### src/rtl/turbo_bus_dispatch.sv
// Round-robin dispatcher: locks the upstream bus beat stream to one decoder
// channel for a full turbo packet, then searches onward for the next ready
// channel. Beats are forwarded with one cycle of latency on a shared data bus.
module turbo_bus_dispatch #(
    parameter int BUS           = 534,
    parameter int NUM_CH        = 2,
    parameter int BEATS_PER_PKT = 25,
    parameter int SEL_W         = 4
) (
    input  logic              clk_bus,
    input  logic              rst_n,
    input  logic [BUS-1:0]    bus_data,
    input  logic              bus_en,
    output logic              bus_ready,
    input  logic [NUM_CH-1:0] ch_ready,
    output logic [NUM_CH-1:0] ch_en,
    output logic [BUS-1:0]    ch_data,
    output logic [SEL_W-1:0]  cur_ch,
    output logic [NUM_CH-1:0] pkt_done,
    output logic              proto_err
);

    localparam int               CNT_W     = (BEATS_PER_PKT > 1) ? $clog2(BEATS_PER_PKT) : 1;
    localparam logic [SEL_W-1:0] LAST_CH   = SEL_W'(NUM_CH - 1);
    localparam logic [CNT_W-1:0] LAST_BEAT = CNT_W'(BEATS_PER_PKT - 1);

    typedef enum logic {SEARCH, XFER} state_t;

    state_t            r_state, w_state_nxt;
    logic [SEL_W-1:0]  r_ptr, w_ptr_nxt, w_ptr_inc, w_cur_inc;
    logic [SEL_W-1:0]  r_cur_ch;
    logic [CNT_W-1:0]  r_count;
    logic              r_bus_ready, r_proto_err;
    logic [NUM_CH-1:0] r_ch_en, r_pkt_done;
    logic [BUS-1:0]    r_ch_data;
    logic              w_ptr_rdy, w_cur_rdy, w_accept, w_last, w_grant;
    logic [NUM_CH-1:0] w_cur_oh;

    // Look up readiness of the search candidate and the locked channel without
    // indexing by a wider-than-needed select.
    always_comb begin
        w_ptr_rdy = 1'b0;
        w_cur_rdy = 1'b0;
        w_cur_oh  = '0;
        for (int i = 0; i < NUM_CH; i++) begin
            if (r_ptr == SEL_W'(i))
                w_ptr_rdy = ch_ready[i];
            if (r_cur_ch == SEL_W'(i)) begin
                w_cur_rdy   = ch_ready[i];
                w_cur_oh[i] = 1'b1;
            end
        end
    end

    assign w_ptr_inc = (r_ptr    == LAST_CH) ? '0 : r_ptr    + 1'b1;
    assign w_cur_inc = (r_cur_ch == LAST_CH) ? '0 : r_cur_ch + 1'b1;
    // Any beat in XFER is taken, even with bus_ready low, to absorb ready latency.
    assign w_accept  = (r_state == XFER) && bus_en;
    assign w_last    = w_accept && (r_count == LAST_BEAT);
    assign w_grant   = (r_state == SEARCH) && w_ptr_rdy;

    // State and search pointer registers.
    always_ff @(posedge clk_bus) begin
        if (!rst_n) begin
            r_state <= SEARCH;
            r_ptr   <= '0;
        end else begin
            r_state <= w_state_nxt;
            r_ptr   <= w_ptr_nxt;
        end
    end

    // Next state: one candidate per cycle in SEARCH, release after the last beat.
    always_comb begin
        w_state_nxt = r_state;
        w_ptr_nxt   = r_ptr;
        case (r_state)
            SEARCH: begin
                if (w_ptr_rdy) w_state_nxt = XFER;
                else           w_ptr_nxt   = w_ptr_inc;
            end
            XFER: begin
                if (w_last) begin
                    w_state_nxt = SEARCH;
                    w_ptr_nxt   = w_cur_inc;
                end
            end
            default: w_state_nxt = SEARCH;
        endcase
    end

    // Channel lock, beat count, forwarded beat, grant and error flag.
    always_ff @(posedge clk_bus) begin
        if (!rst_n) begin
            r_cur_ch    <= '0;
            r_count     <= '0;
            r_bus_ready <= 1'b0;
            r_ch_en     <= '0;
            r_ch_data   <= '0;
            r_pkt_done  <= '0;
            r_proto_err <= 1'b0;
        end else begin
            if (w_grant)
                r_cur_ch <= r_ptr;
            if (w_last)
                r_count <= '0;
            else if (w_accept)
                r_count <= r_count + 1'b1;
            r_bus_ready <= (r_state == XFER) && w_cur_rdy && !w_last;
            r_ch_en     <= w_accept ? w_cur_oh : '0;
            r_pkt_done  <= w_last   ? w_cur_oh : '0;
            if (w_accept)
                r_ch_data <= bus_data;
            if ((r_state == SEARCH) && bus_en)
                r_proto_err <= 1'b1;
        end
    end

    assign bus_ready = r_bus_ready;
    assign ch_en     = r_ch_en;
    assign ch_data   = r_ch_data;
    assign cur_ch    = r_cur_ch;
    assign pkt_done  = r_pkt_done;
    assign proto_err = r_proto_err;

endmodule
### config.mk
export PLATFORM = sky130hd
export DESIGN_NAME = turbo_bus_dispatch
export DESIGN_NICKNAME = d
export VERILOG_FILES = /design/src/rtl/turbo_bus_dispatch.sv
export SDC_FILE = /design/constraint.sdc
export NUM_CORES = 1
export LEC_CHECK = 0
export CAP_MARGIN = 40
export CORE_AREA = 2 2 418 420
export CTS_CLUSTER_SIZE = 40
export DETAILED_ROUTE_END_ITERATION = 8
export DIE_AREA = 0 0 420 422
export PLACE_DENSITY = 0.3
export SLEW_MARGIN = 15
export SYNTH_ARGS = -nofsm -noshare
export SYNTH_HDL_FRONTEND = slang
export SYNTH_SLANG_ARGS = --single-unit
### constraint.sdc
create_clock -name clk_bus -period 2 [get_ports clk_bus]
set_input_delay 0.5 -clock clk_bus [delete_from_list [all_inputs] [get_ports clk_bus]]
set_output_delay 0.5 -clock clk_bus [all_outputs]
set_load 0.01 [all_outputs]
=== Word level (Yosys, flattened, before mapping) ===
Index checks and enable logic that the tools add are counted.

* Register bits: 554
* Memories: 0
* Word-level logic and storage cells: 46
* Memory bits (writable): 0
* Latch bits: 0
* Output and inout port bits: 544
* Bits in read-only memories: 0

* Multipliers: 0
* Equal/unequal tests: 5
* Add/sub/neg operators: 3
* Divide/modulo/power cells: 0
* Bitwise logic cells: 2
* Mux-type cells: 14
* Reduce and logical (&&, ||, !) cells: 13
* $lt $le $gt $ge: 0
* Shifts and indexed selects: 0

{| class="wikitable"
|+ Operators by type and width
! kind !! count
|-
| $mux W4 || 4
|-
| $add A4 B1 Y4 const B || 2
|-
| $eq A4 B1 Y1 const B || 2
|-
| $logic_not A4 Y1 || 2
|-
| $mux W1 || 8
|-
| $pmux W4 S2 || 1
|-
| $logic_and A1 B1 Y1 || 6
|-
| $reduce_and A2 Y1 || 3
|-
| $add A5 B1 Y5 const B || 1
|-
| $eq A5 B5 Y1 const B || 1
|-
| $ne A2 B1 Y1 const B || 1
|-
| $ne A2 B2 Y1 const B || 1
|-
| $not A1 Y1 || 2
|-
| $pmux W1 S2 || 1
|-
| $reduce_or A2 Y1 || 1
|-
| $logic_not A1 Y1 || 1
|}

=== Longest topological paths before layout ===
* Word-level depth: 5
* Depth in mapped cells: 7
* Mapped depth without buffers: 5

=== Worst setup path before layout ===
OpenSTA, ideal clock, no wires.

* Path type: input to register
* From: in rst_n
* To: reg r_ch_data[277], in the netlist ch_data[277]
* Slack: 0.548 ns
* Buffers on the path: 3
* Arrival time: 1.320 ns
* Cell stages on the path: 5
* Library setup time: 0.132 ns
* Required time: 1.868 ns
* Cell sequence: buf_2 inv_2 clkbuf_1 clkbuf_1 a21oi_1

{| class="wikitable"
|+ RTL lines
! item !! line !! source
|-
| from (decl) || 11 || <nowiki>input logic rst_n,</nowiki>
|-
| to (signal assigned) || 113 || <nowiki>r_ch_data <= bus_data;</nowiki>
|-
| to (decl) || 35 || <nowiki>logic [BUS-1:0] r_ch_data;</nowiki>
|}

No word-level cell between the ends.

=== Worst setup path in the final report ===
* From: reg r_ch_data[394], in the netlist ch_data[394]
* To: out ch_data[394]

{| class="wikitable"
|+ RTL lines
! item !! line !! source
|-
| to (decl) || 17 || <nowiki>output logic [BUS-1:0] ch_data,</nowiki>
|}

No word-level cell between the ends.

==> results.md <==
* Status: finished, final reports clean
* CP Launch Type: register
* FF-to-FF End: ch_data[225]
* Shortest period the worst path allows at 1.90 ns
* I/O Buffers at 1,082
* Final worst slack at 0.104 ns
* Cells after Synth at 2,417
* Worst hold stages at 3
* # nets final at 4,057
* Final hold viol count at 0
* CTS clk-pin slew, worst paths at 0.06 ns
* Nature of the critical path endpoint: output port
* Vias in the first global route at 20,229
* Hold Startpoint: bus_data[409]
* Number of flops mapped to enable cells by yosys at 0
* Row Count at 153
* CTS tree: built
* WL final at 115,000 µm
* Post-synthesis register bit count at 554
* Switching Share at between 20% and 30%
* Most common cell after layout, fill and taps aside: nand2_1
* Initial core utilization at 11.1%
* Design Power at ~0.031 W
* Gr ovfl total at 0
* Part of the power in the clock network at a little under half
* Ys Warns at 0
* Share of power burned in registers at 38.5%
* R2R Setup Slk at 0.43 ns
* Largest net degree at the start of global routing at 53
* Routed vias/inst at 3.39
* Vias at 19,996
* Maximum capacitance violations at 0
* Initial DRC count at around 810
* GRT Util Overall at around an eighth
* Critical path type: register to output port
* Detailed Routing Iterations Pass 1 at 5
* Crit path cell chain: dlygate4sd2_1
* Synth Cell Area at a little under 0.02 mm²
* Logic pwr share at 14.7%
* Slew headroom at 76.5%
* ANT nets after route at 0
* Post-synthesis sequential area ratio at 57.7%
* Die width at 420 µm
* Reg area at around 0.011 mm²
* Fmax at 527 MHz
* Initial antenna violation count at 13
* Ys async rst share at 0%
* Crit path required time at 1.50 ns
* Family with the most delay on the worst path: buffers and inverters
* Final setup fails at 0
* Tcrit/Tclk final at 94.8%
* Psw at 0.00840 W
* PD cells at 867 mW/mm²
* Max-slew violation count at 0
* Clock buffer depth at 3
* DRC viols at 0
* Root Buffer: clkbuf_16
* Critical Path AT at 1.40 ns
* Clk_lat worst skew at 0.69 ns
* H-tree lvl count at 3
* Die span in y at 422 µm
* Synthesis-to-finish area growth at 85.8%
* Register-to-Register Path Depth at 5
* Avg Cell Area, Syn at 7.95 µm²
* Slowest CP cell: dlygate4sd2_1
* Setup Skew at between 0.02 and 0.025 ns
* CP bufs+invs at 1
* Pre-CTS setup slack at -0.160 ns
* Multi-input gate area at 0.00716 mm²
* RSZ-0062 raised after global routing: false
* Worst slew pin tran at 0.343 ns
* Share of cells above drive strength 1 at 8.11%
* CP Max Fanout at 2
* Hold Path Sink: ch_data[409]
* Distinct cells, synth at 37
* Total CTS buffers at 79
* Max rail drop VDD at 0.000531 V
* Worst hold-check path type: input pin to register
* HPWL after DPL at 89,800 µm
* Synthesized net count at about 3,000
* Pleak at 14.7 nW
* Num Clock Sinks at 554
* GP Congestion at 0.808
* CORE AREA at between 0.15 and 0.2 mm²
* Max incr delay on CP at between 0.3 and 0.4 ns
* I/O pins at about 1,100
* FILL cells at just under 20,000
* First-pass GRT wire length at 159,000 µm
* Most frequent cells in the layout: 1,076 x nand2_1, 551 x dfxtp_1, 538 x a21oi_1, 538 x clkdlybuf4s50_1, 501 x dlygate4sd2_1
* R2r startpoint: r_state
* Die ar. at about 0.18 mm²
* Routed length per instance at 19.5 µm
* P_int at 0.0226 W
* Synth Flop Type: dfxtp_1
* Fin Hold WS at 0.360 ns
-- per-stage QoR --
stage                     instance area, µm²  setup TNS, ns  utilization (%)  instances
after floorplan                        19200              0                -       2417
after global placement                 33700         -13.69             19.5       5760
after detailed placement               33700         -20.23             19.5       5760
after CTS                              35700              0             20.7       5901
after global routing                   35700              0             20.6       5901
final                                  35700              0             20.7       5905
-- metal layers --
| metal | routed length, µm | global-route usage, % | up-vias |
|---|---|---|---|
| li1 | - | - | 9998 |
| met1 | 44000 | 13.6 | 9274 |
| met2 | 59000 | 22.5 | 600 |
| met3 | 10100 | 5.19 | 114 |
| met4 | 1950 | 2.48 | 10 |
| met5 | 68 | 0 | - |
-- sequential cells by signal, summed over array words and instances (netlist names) --
| signal | count |
|---|---|
| bus_ready | 1 |
| r_ptr | 4 |
| pkt_done | 2 |
| r_state | 1 |
| cur_ch | 4 |
| r_count | 5 |
| proto_err | 1 |
| ch_en | 2 |
| ch_data | 534 |
-- what timing repair did --
item / 4_1_cts / 5_1_grt
buffers inserted: 0 / 0
gates resized for setup: 620 / 6
endpoints found under the hold margin: 0 / 0
hold buffers: 0 / 0
cloned: 0 / 0
endpoints found under the setup margin: 543 / 6
-- worst register-to-register path: cells and delay by family, from the launching register on --
family	cells	cell delay [ns]
and+or+nand+nor	2	0.43
DFF	1	0.42
AOI/OAI and AO/OA	1	0.13
buffers and inverters	2	0.51
-- Yosys cell counts (3+ instances only) --
cell / number / area share, %
buf_4: 47 / 1.8
nor3_1: 8 / 0.21
xnor2_1: 4 / 0.18
nand3_1: 6 / 0.16
nor2_1: 13 / 0.25
buf_1: 5 / 0.098
nand2_1: 1076 / 21
clkbuf_1: 56 / 1.1
xor2_1: 3 / 0.14
a21oi_1: 538 / 14
dfxtp_1: 554 / 58
buf_2: 73 / 1.9
inv_1: 7 / 0.14
-- area by class of cell --
type                    count  share of cell area, %
multi-input cells        1674                   20.1
diodes                      4                 0.0280
inverters                   8                  0.105
repair buffers           1199                   33.2
well taps                2325                   8.15
clock inverters            27                  0.894
flip-flops and latches    554                   31.1
clock buffers             114                   6.47
-- kinds of logic after synthesis --
logic type	count (synthesis)	share of synthesized area [%]
buf+inv	189	5.09
compound gates	548	14.5
flops	554	57.7
fa+ha+maj	2	0.130
simple gates	1114	22.1
mux	3	0.163
xor+xnor	7	0.319
-- worst max-delay path by stage --
stage,slack (ns),depth (start not counted),from,end
global placement,-0.12,6,bus_en,ch_data[393]
detailed placement,-0.16,6,bus_en,ch_data[375]
finish,0.10,1,ch_data[394],ch_data[394]
floorplan,0.55,5,rst_n,ch_data[277]
global route,0.002,1,ch_data[469],ch_data[469]
CTS,0.0002,1,ch_data[481],ch_data[481]
-- power groups by stage --
stage	sequential [W]	combinational [W]	clock (W)
global route	0.0120	0.00497	0.0156
detailed placement	0.0122	0.00506	0
floorplan	0.0124	0.00138	0
finish	0.0119	0.00455	0.0145
global placement	0.0122	0.00509	0
CTS	0.0119	0.00470	0.0153
Power figures use the tool's default switching activity.
==> edit 1: new RTL, config.mk and constraints unchanged <==
The parameter `BEATS_PER_PKT` goes from 25 to 50.
--- a/src/rtl/turbo_bus_dispatch.sv
+++ b/src/rtl/turbo_bus_dispatch.sv
@@ -6,3 +6,3 @@
     parameter int NUM_CH        = 2,
-    parameter int BEATS_PER_PKT = 25,
+    parameter int BEATS_PER_PKT = 50,
     parameter int SEL_W         = 4
Check against the original RTL: not settled (the Yosys comparison gave no result); the edit may change what the design does.
==> edit 1 against the original RTL <==
- synthesized cell count up 0.17%
- power down 1.3%
- routed wire length down 1.4%
- global-route usage down 0.28 points
- clock skew down 0.0079 ns
- synthesized area down 0.31%
- cell area down 0.32%
- worst setup slack worse by 0.022 ns
- sequential cell count up 1
- critical path type unchanged
- critical endpoint is now ch_data[471]
==> edit 1: results (changes against the original RTL) <==
status=complete, no violations (unchanged); Arrival @ worst endpoint=1.42 ns (was 1.40 ns); Skew-Pair Late Insertion Delay=0.66 ns (was 0.69 ns); routed metal-1 wirelength=44.0 mm (about the same); clk_skew=0.0163 ns (was 0.0243 ns); gpl congestion=0.839 (was 0.808); met1 Track Usage GR=13.4% (was 13.6%); Mapped Nets=2962 (was 2958); DP Cell Count=5752 (was 5760); sequential area share after synthesis=58.0% (was 57.7%); final wirelength=114 mm (was 115 mm); post-cts resize count=606 (was 620); pin count of the biggest net entering global routing=61 (was 53); most frequent cells after synthesis=nand2_1, dfxtp_1, a21oi_1 (unchanged); CP top delay family=flip-flops (was buffers and inverters); GR Util met3=4.26% (was 5.19%); Pleak=14.6 nW (was 14.7 nW); Slew HR=73.5% (was 76.5%); met3 wire length=8.37 mm (was 10.1 mm); DP Area=0.0335 mm^2 (was 0.0337 mm^2); share of layout cells above drive strength 1=7.59% (was 8.11%); All-Layer GR Usage=12.2% (was 12.5%); hold_sp=bus_data[264] (was bus_data[409]); vias=20000 (about the same); first-pass GRT wire length=155 mm (was 159 mm); antenna violations before repair=25 (was 13); M2 GR Usage=21.8% (was 22.5%); Slowest cell on crit path=dfxtp_1 (was dlygate4sd2_1)
edit 1: cell count changes in the layout (fill, tap and decap cells not counted), sizes merged, moves of 2 or more:
| cell | change |
|---|---|
| and3 | +3 |
| buf | -14 |
| clkbuf | +4 |
| clkdlybuf4s15 | -6 |
| clkinv | -9 |
| diode | +7 |
| dlygate4sd2 | +14 |
| inv | -2 |
| nand3 | -2 |
| nor2 | +3 |
| nor3 | -3 |
| o32ai | +2 |
| xor2 | +2 |
edit 1: cell type report:
cell class | count | area [um^2]
Timing Repair Buffer | 1188 | 11600
Clock inverter | 19 | 259
Clock buffer | 123 | 2390
Fill cell | 19400 | 137000
Antenna cell | 11 | 27.5
Tap cell | 2325 | 2910
Inverter | 6 | 30.0
Sequential cell | 555 | 11100
Multi-Input combinational cell | 1678 | 7200
edit 1: final timing paths:
check	slack, ns	depth (start not counted)	endpoint
worst max-delay path	0.08	1	ch_data[471]
worst min-delay path	0.39	3	ch_data[264]
worst max register to register	0.39	4	r_ptr[0]
worst min register to register	0.45	2	ch_data[461]
==> edit 2: new RTL, same flow settings <==
Without the edit above. Make the reset (`rst_n`) asynchronous in 2 clocked blocks.
--- a/src/rtl/turbo_bus_dispatch.sv
+++ b/src/rtl/turbo_bus_dispatch.sv
@@ -62,3 +62,3 @@
     // State and search pointer registers.
-    always_ff @(posedge clk_bus) begin
+    always_ff @(posedge clk_bus or negedge rst_n) begin
         if (!rst_n) begin
@@ -92,3 +92,3 @@
     // Channel lock, beat count, forwarded beat, grant and error flag.
-    always_ff @(posedge clk_bus) begin
+    always_ff @(posedge clk_bus or negedge rst_n) begin
         if (!rst_n) begin
Function: not settled (the Yosys comparison gave no result); the edit may change what the design does.
==> edit 2 against the original RTL <==
- sequential share of layout area up 5.7 points
- sequential cell count did not move
- cell area grew 5.6%
- routed wire length is 5.2% higher
- die area stayed put
- synthesized area up 9.3%
- critical path type unchanged
- worst setup slack got worse by 0.018 ns
- core utilization increased by 1.2 points
Power is not compared: it rests on default switching activity, and its combinational part moved more than twofold at a synthesized area within 25%.
==> edit 2: results (changes against the original RTL) <==
XOR/XNOR Fraction of Synth Area=0.167% (was 0.319%); first-pass GRT wire length=168 mm (was 159 mm); Synth area leaders=dfrtp_1, nand2_1, buf_4 (was dfxtp_1, nand2_1, a21oi_1); multiplexer share of the synthesized area=0.149% (was 0.163%); DP Area=0.0355 mm^2 (was 0.0337 mm^2); most frequent cells after synthesis=nand2_1, dfrtp_1, buf_2 (was nand2_1, dfxtp_1, a21oi_1); Slowest cell on crit path=dfrtp_1 (was dlygate4sd2_1); CP top delay family=flip-flops (was buffers and inverters); vias in the first global route=20400 (was 20200); post-synthesis compound-gate area fraction=0.661% (was 14.5%); dpl hpwl=94.3 mm (was 89.8 mm); sequential area share after synthesis=66.0% (was 57.7%); WL per Instance=20.6 um (was 19.5 um); clk_skew=0.0181 ns (was 0.0243 ns); R2R cell count=6 (was 5); worst-margin pin slew=0.460 ns (was 0.343 ns); Num CTS Buffers=82 (was 79); vias=19400 (was 20000); pin count of the biggest net entering global routing=79 (was 53); gpl congestion=0.854 (was 0.808); share of layout cells above drive strength 1=8.15% (was 8.11%); status=complete, no violations (unchanged); All-Layer GR Usage=13.4% (was 12.5%); FFs w/ async S/R, synth=100% (was 0%); Post-Syn Area per Cell=8.95 um^2 (was 7.95 um^2); adder-cell share of the synthesized area=0.119% (was 0.130%); DP Cell Count=5737 (was 5760); top_reg_cell synth=dfrtp_1 (was dfxtp_1); antenna violations before repair=12 (was 13); Mapped Nets=2889 (was 2958)
## edit 2: changes by cell type in the layout (fill, tap and decap cells not counted), sizes merged, moves of 3 or more
cell	before	now
inv	11	4
nor2	14	9
dfrtp	0	554
and2b	0	4
clkdlybuf4s15	34	73
nor3	9	3
clkbuf	119	125
nand2	1077	1610
a21oi	538	4
xnor2	4	1
diode	4	1
a21o	0	3
dfxtp	554	0
dlygate4sd2	501	457
## edit 2: worst paths after layout
check	slack (ns)	to	start
min reg2reg	0.46	ch_data[242]	ch_data[242]
max	0.09	ch_data[235]	ch_data[235]
max reg2reg	0.32	r_ptr[2]	r_count[0]
min in group asynchronous	0.37	ch_data[365]	rst_n
min	0.33	ch_data[378]	bus_data[378]
max in group asynchronous	0.88	ch_data[0]	rst_n
## edit 2: routing by layer
layer / GRT usage, % / vias to the layer above / wire length, um
met5: 0 / - / 13
met4: 2.73 / 2 / 2010
met3: 4.42 / 118 / 8620
met2: 23.5 / 546 / 61500
met1: 15.7 / 9294 / 49000
li1: - / 9419 / -
## edit 2: kinds of logic (layout without fill, tap and decap cells)
family                   Yosys count  in the layout
AND/OR/NAND/NOR                 1641           1641
flip-flops                       554            554
buffers and inverters            125           1337
AO/OA/AOI/OAI                     19             19
XOR/XNOR                           4              4
multiplexers                       3              3
adder cells (fa/ha/maj)            2              2
other                              0              1
## edit 2: final cells by class
cell class / count / area, um^2
antenna: 1 / 2.50
clock inverter: 22 / 254
fill: 19100 / 135000
clock buffer: 125 / 2530
timing repair buffer: 1187 / 11700
tap: 2325 / 2910
multi-input combinational: 1669 / 6470
inverter: 3 / 11.3
sequential: 554 / 13900
## edit 2: metrics by stage
stage,setup WS [ns],TNS [ns]
after floorplan,0.501,0
after global placement,-0.0412,-0.0412
after detailed placement,-0.0498,-0.246
after CTS,0.000215,0
after global routing,0.000658,0
final,0.0863,0
## edit 2: repair_timing
item | 4_1_cts | 5_1_grt
setup endpoints to repair | 544 | 5
hold buffers | 1 | 0
endpoints found under the hold margin | 21 | 0
resized for setup | 687 | 6
## edit 2: report_power, final
group          leakage, nW  switching [mW]  internal [mW]
Clock                 1.38            5.95           9.32
Combinational         10.8            11.7           8.68
Sequential            6.80            2.62           15.9
Total                 19.0            20.3           33.9
